`src/rtl/mul_div_seq_pkg.sv`:
```
// Shared encodings for the RV32M multiply/divide sequencer:
// funct3 operation codes, ALU control codes and sequencer states.
package mul_div_seq_pkg;

   localparam logic [2:0] OP_MUL    = 3'b000;
   localparam logic [2:0] OP_MULH   = 3'b001;
   localparam logic [2:0] OP_MULHSU = 3'b010;
   localparam logic [2:0] OP_MULHU  = 3'b011;
   localparam logic [2:0] OP_DIV    = 3'b100;
   localparam logic [2:0] OP_DIVU   = 3'b101;
   localparam logic [2:0] OP_REM    = 3'b110;
   localparam logic [2:0] OP_REMU   = 3'b111;

   localparam logic [2:0] ALU_ADD = 3'b000;
   localparam logic [2:0] ALU_SUB = 3'b001;

   typedef enum logic [1:0] {IDLE, CALC, FIX, DONE} state_e;

endpackage

```
`src/rtl/mul_div_seq_alu.sv`:
```
// Core integer ALU: add/sub/and/or/slt with N, Z, C, V flags.
// C is the adder carry-out, so for subtraction C=1 means "no borrow".
module mul_div_seq_alu #(
   parameter int WIDTH = 32
) (
   input  logic [WIDTH-1:0] a_i,
   input  logic [WIDTH-1:0] b_i,
   input  logic [2:0]       alu_control_i,
   output logic [WIDTH-1:0] y_o,
   output logic             n_o,
   output logic             z_o,
   output logic             c_o,
   output logic             v_o
);
   logic [WIDTH-1:0] b_eff;
   logic [WIDTH:0]   sum;
   logic             arith;

   assign b_eff = alu_control_i[0] ? ~b_i : b_i;
   assign sum   = {1'b0, a_i} + {1'b0, b_eff} + {{WIDTH{1'b0}}, alu_control_i[0]};
   assign arith = ~alu_control_i[1];

   always_comb begin
      y_o = '0;
      unique case (alu_control_i)
         3'b000, 3'b001: y_o = sum[WIDTH-1:0];
         3'b010:         y_o = a_i & b_i;
         3'b011:         y_o = a_i | b_i;
         3'b101:         y_o = {{(WIDTH-1){1'b0}}, sum[WIDTH-1] ^ v_o};
         default:        y_o = '0;
      endcase
   end

   assign n_o = y_o[WIDTH-1];
   assign z_o = (y_o == '0);
   assign c_o = arith & sum[WIDTH];
   assign v_o = arith & (a_i[WIDTH-1] == b_eff[WIDTH-1]) & (sum[WIDTH-1] != a_i[WIDTH-1]);

endmodule

```
`src/rtl/mul_div_seq.sv`:
```
// Iterative RV32M multiply (shift-add) / divide (restoring) sequencer.
// All add/subtract work goes through one shared ALU instance.
module mul_div_seq
   import mul_div_seq_pkg::*;
#(
   parameter int XLEN  = 32,
   parameter int CNT_W = 6
) (
   input  logic            clk,
   input  logic            rst,
   input  logic            start,
   input  logic [2:0]      op,
   input  logic [XLEN-1:0] a,
   input  logic [XLEN-1:0] b,
   input  logic            kill,
   output logic            busy,
   output logic            done,
   output logic [XLEN-1:0] result
);
   state_e              state_q, state_d;
   logic [CNT_W-1:0]    cnt_q;
   logic [2:0]          op_q;
   logic [2*XLEN-1:0]   p_q;
   logic [XLEN-1:0]     m_q;
   logic                neg_q;
   logic [XLEN-1:0]     result_q;

   logic                a_signed, b_signed, a_neg, b_neg;
   logic [XLEN-1:0]     a_abs, b_abs;
   logic                div_zero, div_ovf, special, accept;
   logic [XLEN-1:0]     special_res;

   logic                calc, is_div_q;
   logic [XLEN-1:0]     div_shift, alu_a, alu_b, alu_y;
   logic [2:0]          alu_ctrl;
   logic                alu_c, div_take;
   logic [2:0]          alu_nzv_unused;
   logic [2*XLEN-1:0]   p_step, prod_fix;
   logic [XLEN-1:0]     div_sel, fix_res;

   // Operand decode at accept: MULHSU treats only rs1 as signed.
   assign a_signed = (op == OP_MUL) | (op == OP_MULH) | (op == OP_MULHSU) |
                     (op == OP_DIV) | (op == OP_REM);
   assign b_signed = (op == OP_MUL) | (op == OP_MULH) | (op == OP_DIV) | (op == OP_REM);
   assign a_neg    = a_signed & a[XLEN-1];
   assign b_neg    = b_signed & b[XLEN-1];
   assign a_abs    = a_neg ? -a : a;
   assign b_abs    = b_neg ? -b : b;

   assign div_zero    = op[2] & (b == '0);
   assign div_ovf     = ((op == OP_DIV) | (op == OP_REM)) &
                        (a == {1'b1, {(XLEN-1){1'b0}}}) & (b == '1);
   assign special     = div_zero | div_ovf;
   // Overflow: DIV returns a (the most negative value), REM returns 0.
   assign special_res = div_zero ? (op[1] ? a : '1) : (op[1] ? '0 : a);
   assign accept      = (state_q == IDLE) & start & ~kill;

   assign calc      = (state_q == CALC);
   assign is_div_q  = op_q[2];
   assign div_shift = p_q[2*XLEN-2:XLEN-1];
   assign alu_a     = calc ? (is_div_q ? div_shift : p_q[2*XLEN-1:XLEN]) : '0;
   assign alu_b     = calc ? m_q : '0;
   assign alu_ctrl  = (calc & is_div_q) ? ALU_SUB : ALU_ADD;

   mul_div_seq_alu #(.WIDTH(XLEN)) u_alu (
      .a_i           (alu_a),
      .b_i           (alu_b),
      .alu_control_i (alu_ctrl),
      .y_o           (alu_y),
      .n_o           (alu_nzv_unused[2]),
      .z_o           (alu_nzv_unused[1]),
      .c_o           (alu_c),
      .v_o           (alu_nzv_unused[0])
   );

   // Divide: a set shifted-out remainder MSB means the trial can never borrow.
   assign div_take = p_q[2*XLEN-1] | alu_c;
   assign p_step   = is_div_q ?
                     {(div_take ? alu_y : div_shift), p_q[XLEN-2:0], div_take} :
                     (p_q[0] ? {alu_c, alu_y, p_q[XLEN-1:1]} : {1'b0, p_q[2*XLEN-1:1]});

   assign prod_fix = neg_q ? -p_q : p_q;
   assign div_sel  = op_q[1] ? p_q[2*XLEN-1:XLEN] : p_q[XLEN-1:0];
   assign fix_res  = is_div_q ? (neg_q ? -div_sel : div_sel) :
                     ((op_q == OP_MUL) ? prod_fix[XLEN-1:0] : prod_fix[2*XLEN-1:XLEN]);

   always_ff @(posedge clk or posedge rst) begin
      if (rst) begin
         state_q <= IDLE;
      end else begin
         state_q <= state_d;
      end
   end

   always_comb begin
      state_d = state_q;
      unique case (state_q)
         IDLE: if (accept) state_d = special ? DONE : CALC;
         CALC: if (kill) state_d = IDLE; else if (cnt_q == '0) state_d = FIX;
         FIX:  state_d = kill ? IDLE : DONE;
         DONE: state_d = IDLE;
         default: state_d = IDLE;
      endcase
   end

   always_comb begin
      busy = (state_q == CALC) | (state_q == FIX);
      done = (state_q == DONE);
   end

   always_ff @(posedge clk or posedge rst) begin
      if (rst) begin
         cnt_q    <= '0;
         op_q     <= '0;
         p_q      <= '0;
         m_q      <= '0;
         neg_q    <= 1'b0;
         result_q <= '0;
      end else if (accept) begin
         op_q  <= op;
         cnt_q <= CNT_W'(XLEN-1);
         neg_q <= (op[2] & op[1]) ? a_neg : (a_neg ^ b_neg);
         p_q   <= {{XLEN{1'b0}}, (op[2] ? a_abs : b_abs)};
         m_q   <= op[2] ? b_abs : a_abs;
         if (special) result_q <= special_res;
      end else if (calc & ~kill) begin
         p_q   <= p_step;
         cnt_q <= cnt_q - 1'b1;
      end else if ((state_q == FIX) & ~kill) begin
         result_q <= fix_res;
      end
   end

   assign result = result_q;

endmodule
```
`config.mk`:
```
export PLATFORM = sky130hd
export DESIGN_NAME = mul_div_seq
export DESIGN_NICKNAME = d
export VERILOG_FILES = /design/src/rtl/mul_div_seq_pkg.sv /design/src/rtl/mul_div_seq_alu.sv /design/src/rtl/mul_div_seq.sv
export SDC_FILE = /design/constraint.sdc
export NUM_CORES = 1
export LEC_CHECK = 0
export BUFFER_PORTS_ARGS = -buffer_cell sky130_fd_sc_hd__buf_2
export CORE_MARGIN = 4
export CORE_UTILIZATION = 55
export CTS_BUF_LIST = sky130_fd_sc_hd__clkbuf_16
export DETAILED_ROUTE_END_ITERATION = 12
export GPL_ROUTABILITY_DRIVEN = 1
export GPL_TIMING_DRIVEN = 0
export PLACE_DENSITY = 0.73
export SKIP_CTS_REPAIR_TIMING = 1
export SLEW_MARGIN = 20
export SYNTH_ARGS = -nofsm -noshare
export SYNTH_HDL_FRONTEND = slang
export SYNTH_HIERARCHICAL = 1
export SYNTH_SLANG_ARGS = --single-unit
```
`constraint.sdc`:
```
create_clock -name clk -period 8.8 [get_ports clk]
set_input_delay 1.76 -clock clk [delete_from_list [all_inputs] [get_ports clk]]
set_output_delay 1.76 -clock clk [all_outputs]
set_load 0.01 [all_outputs]
```
* Yosys cells after proc, flatten, opt, wreduce, memory -nomap -nowiden *
Cells that the tools add are included.

storage, ports and cells
  flip-flop bits (word level) = 140
  latch bits = 0
  memory bits (writable) = 0
  bits in read-only memories = 0
  input port bits = 71
  output and inout bits = 34
  logic and storage cells = 111
  memories = 0

cells by class
  $add $sub $neg = 7
  multipliers = 0
  divide/modulo/power cells = 0
  magnitude comparators = 0
  equality and inequality tests = 19
  shift-type cells = 0
  multiplexer cells = 36
  bitwise gates (word level) = 31
  reductions and logical operators = 11

operators with widths
  kind                  number
  $mux 32               20
  $mux 64               5
  $pmux 32 s4           1
  $neg 32->32           3
  $eq 32x32->1 const B  2
  $neg 64->64           1
  $add 32x32->33        1
  $add 33x1->33         1
  $and 32x32->32        1
  $logic_not 32->1      1
  $not 32->32           1
  $or 32x32->32         1
  $and 1x1->1           14
  $mux 6                2
  $mux 2                5
  $or 1x1->1            10
  $logic_not 3->1       3
  $pmux 2 s4            1
  $eq 3x3->1 const B    2
  $logic_not 6->1       1
  $ne 2x2->1 const B    3
  $sub 6x1->6 const B   1
  $eq 1x2->1 const B    2
  $eq 2x2->1 const B    2
  17 further kinds      20

* Depth between registers and ports, before layout *
  word-level depth = 14
  depth in mapped cells = 29
  gate-level depth less buffers = 20

* By module *
Netlist, hierarchy kept.

modules (own cells, without submodules)
  module           times used  cells each  area each (um2)  sequential area each (um2)
  mul_div_seq      1           1936        14468.9          3503.4
  mul_div_seq_alu  1           417         2955.3           0.0

* Worst setup path after synthesis *
No wires, ideal clock.

  path kind = reg-to-reg
  from = register op_q[2]
  to = register p_q[34]
  setup time = 72 ps
  arrival time = 6902 ps
  required time = 8728 ps
  path slack = 1826 ps
  stages on the path, launching flop included = 29
  buffers on the path = 11
  clock period less this slack = 6974 ps
  cell sequence = dfrtp_1 > clkbuf_1 > clkbuf_1 > clkbuf_1 > clkbuf_1 > and2_1 > clkbuf_1 > clkbuf_1 > clkbuf_1 > clkbuf_1 > buf_1 > clkbuf_1 > xor2_1 > fa_1 > a21o_2 > a221oi_1 > o22ai_1 > nor3_1 > o31ai_1 > a31oi_1 > nor2b_1 > o21ai_0 > a21oi_1 > nor2_1 > clkbuf_1 > nand2_1 > a311oi_1 > a21oi_1 > nor2_1

between the ends
  longest elaborated chain between the ends = 11
  elaborated cells on any way between the ends = 23
  classes of those cells = 2 x add/sub; 4 x eq/ne; 10 x mux; 5 x bitwise; 2 x reduce/logical

RTL lines
  element                 line                   RTL
  start, declared         mul_div_seq.sv:22      logic [2:0] op_q;
  start signal, assigned  mul_div_seq.sv:120     op_q <= op;
  $and 1x1->1 *           mul_div_seq.sv:63      assign alu_ctrl = (calc & is_div_q) ? ALU_SUB : ALU_ADD;
  $mux 1 *                mul_div_seq.sv:63
  named net alu_ctrl[0]   mul_div_seq.sv:35      logic [2:0] alu_ctrl;
  $mux 32                 mul_div_seq_alu.sv:19  assign b_eff = alu_control_i[0] ? ~b_i : b_i;
  $add 32x32->33          mul_div_seq_alu.sv:20  assign sum = {1'b0, a_i} + {1'b0, b_eff} + {{WIDTH{1'b0}}, alu_control_i[0]};
  $add 33x1->33 *         mul_div_seq_alu.sv:20
  $and 1x1->1 *           mul_div_seq_alu.sv:36  assign c_o = arith & sum[WIDTH];
  named net alu_c         mul_div_seq.sv:36      logic alu_c, div_take;
  $or 1x1->1 *            mul_div_seq.sv:77      assign div_take = p_q[2*XLEN-1] | alu_c;
  $mux 32 *               mul_div_seq.sv:79      {(div_take ? alu_y : div_shift), p_q[XLEN-2:0], div_take} :
  $mux 64 *               mul_div_seq.sv:78      assign p_step = is_div_q ?
  $mux 64 *               mul_div_seq.sv:126     end else if (calc & ~kill) begin
  $mux 64 *               mul_div_seq.sv:119     end else if (accept) begin
  end signal, assigned    mul_div_seq.sv:123     p_q <= {{XLEN{1'b0}}, (op[2] ? a_abs : b_abs)};
  end signal, assigned    mul_div_seq.sv:127     p_q <= p_step;
  end, declared           mul_div_seq.sv:23      logic [2*XLEN-1:0] p_q;

Mark *: on every way through the listed nets, which the timed path passes. The rest lies on a longest branch. The select of a mux whose other input is x is not followed.
A chain may end at the register's enable or synchronous reset.

* Final worst setup path *
  from = register op_q[2]
  to = register p_q[51]

The elaborated chain is that of the path after synthesis.

==> flow_summary.json <==
{
  "avgViaCountPerCell": 7.07,
  "cts_buffer_depth": 2,
  "drv_cap": 0,
  "status": "completed",
  "setup_viol": 0,
  "hold_class": "flip-flop to flip-flop",
  "fp.dieW_um": 185,
  "syn_inst": 2335,
  "antenna_left": 0,
  "grt_pass1_vias": 18600,
  "crit_fanout": 19,
  "drv_slew": 0,
  "cts_buffers": 17,
  "path_class": "flip-flop to flip-flop",
  "die_h_um": 185,
  "core_area_um2": 30800,
  "slowest_stage": "buf_1",
  "detail_route.wirelength_mm": 78.4,
  "grt_pass1_wl_mm": 115,
  "start_util_pct": 56.1,
  "drc_errors": 0,
  "area_delta_synth_final_pct": 9.73,
  "hpwl_mm": 61.5,
  "power_density_nw_per_um2": 384,
  "worst_pin_slew_ps": 1180,
  "fin_skew_ps": 14.0,
  "grt_max_degree": 97,
  "grt_use_total_pct": 44.4,
  "clkSinkCount": 140,
  "htreeDepth": 4,
  "first_pass_iters": 8,
  "hold_ws_ps": 477,
  "relSlewSlack_pct": 21.0,
  "synthesis.area_um2": 17300,
  "max_stage_delay_ps": 680,
  "period_needed_ps": 8220,
  "insertion_delay_ps": 450,
  "final.setup.tns_ps": 0,
  "routedWlPerCell_um": 27.3,
  "syn_avg_cell_area_um2": 7.40,
  "crit_arrival_ps": 8600,
  "vias": 20300,
  "rows": 64,
  "p_leak_uw": 0.00741,
  "antenna_found_initial": 0,
  "crit_path_end_kind": "flip-flop",
  "total_power_uw": 7280,
  "drt_iter0_markers": 3052,
  "cts_tree": "built",
  "overflow": 0,
  "gp_congestion": 1.17,
  "dieArea_um2": 34300,
  "fin_nets": 2579,
  "post-route-period-util_pct": 93.5,
  "ctsRootBufferMaster": "clkbuf_16",
  "io_pins": 105,
  "hold_violations": 0,
  "numPortBuffers": 102,
  "n_antenna_cell": 0,
  "yosysWarningCount": 6,
  "vdd_ir_drop_max_mv": 0.162,
  "rsz0062_at_grt": "false",
  "fmax_mhz": 122,
  "cp.required_ps": 9180,
  "drive_above_1_share_pct": 9.69,
  "clk_pin_slew_worst_paths_ps": 70,
  "start_kind": "flip-flop"
}
## path summary, 6_finish.rpt
path                                      from                    to  slack (ps)  cells after the start
max                        op_q[2]$_DFFE_PP0P_   p_q[51]$_DFFE_PP0P_         580                     26
min                         m_q[3]$_DFFE_PP0P_    m_q[3]$_DFFE_PP0P_         480                      2
max reg2reg                op_q[2]$_DFFE_PP0P_   p_q[51]$_DFFE_PP0P_         580                     26
min reg2reg                 m_q[3]$_DFFE_PP0P_    m_q[3]$_DFFE_PP0P_         480                      2
max in group asynchronous                  rst   p_q[58]$_DFFE_PP0P_        6720                      3
min in group asynchronous                  rst  cnt_q[4]$_DFFE_PP0P_        1290                      2
## through the flow
stage                     instances  cell area (µm²)  worst slack [ps]  utilization, %
after floorplan                2342            17300              1850               -
after global placement         2840            18300             -1660            59.4
after detailed placement       2842            18400             -1740            59.6
after CTS                      2874            19000             -1780            61.5
after global routing           2872            19000              50.3            61.5
final                          2872            19000               575            61.5
## routing by layer
layer  GRT usage [%]  part of all wire, %  vias up
met5               0                    0        -
met4            25.5                  7.7        0
met3            15.3                   14      379
met2            63.9                   40     1594
met1            57.9                   38     9493
li1                -                    -     8839
## cell usage in the layout (no fill, tap or decap), drive strengths merged, types with 23 or more instances in the layout
cell type	n
nand2	225
clkbuf	210
o21ai	198
nor2	185
a21oi	163
buf	148
dfrtp	140
mux2i	120
xor2	95
xnor2	82
nor2b	68
nor3	59
a211oi	52
ha	44
inv	44
nor4	42
a311oi	39
nand3	38
and2	37
o31ai	35
o211ai	34
nand4	27
maj3	27
or3	26
o221ai	24
nand2b	23
## worst max-delay path, delay by kind of cell, from the launching register on
kind | cells | cell delay (ps)
and+or+nand+nor | 5 | 720
DFF | 1 | 530
AOI/OAI and AO/OA | 9 | 2540
adders and majority gates | 1 | 310
buffers and inverters | 10 | 3830
xor gates and xnor gates | 1 | 170
## final cells by class
| type | instances | area (µm²) |
|---|---|---|
| inverters | 34 | 135 |
| flip-flops and latches | 140 | 3500 |
| multi-input cells | 1929 | 12700 |
| clock inverters | 15 | 166 |
| fillers | 2898 | 11900 |
| repair buffers | 104 | 543 |
| clock buffers | 17 | 425 |
| well taps | 396 | 495 |
| plain buffers | 237 | 1030 |
## sequential cells by signal, summed over array words and instances, names as in the netlist
register  cells
p_q          64
m_q          32
result       32
cnt_q         6
op_q          3
state_q       2
neg_q         1
## report_power, final
| group | switching [µW] | internal [µW] |
|---|---|---|
| clock | 369 | 383 |
| combinational | 3590 | 1760 |
| sequential | 235 | 938 |
(Power assumes the default switching activity.)
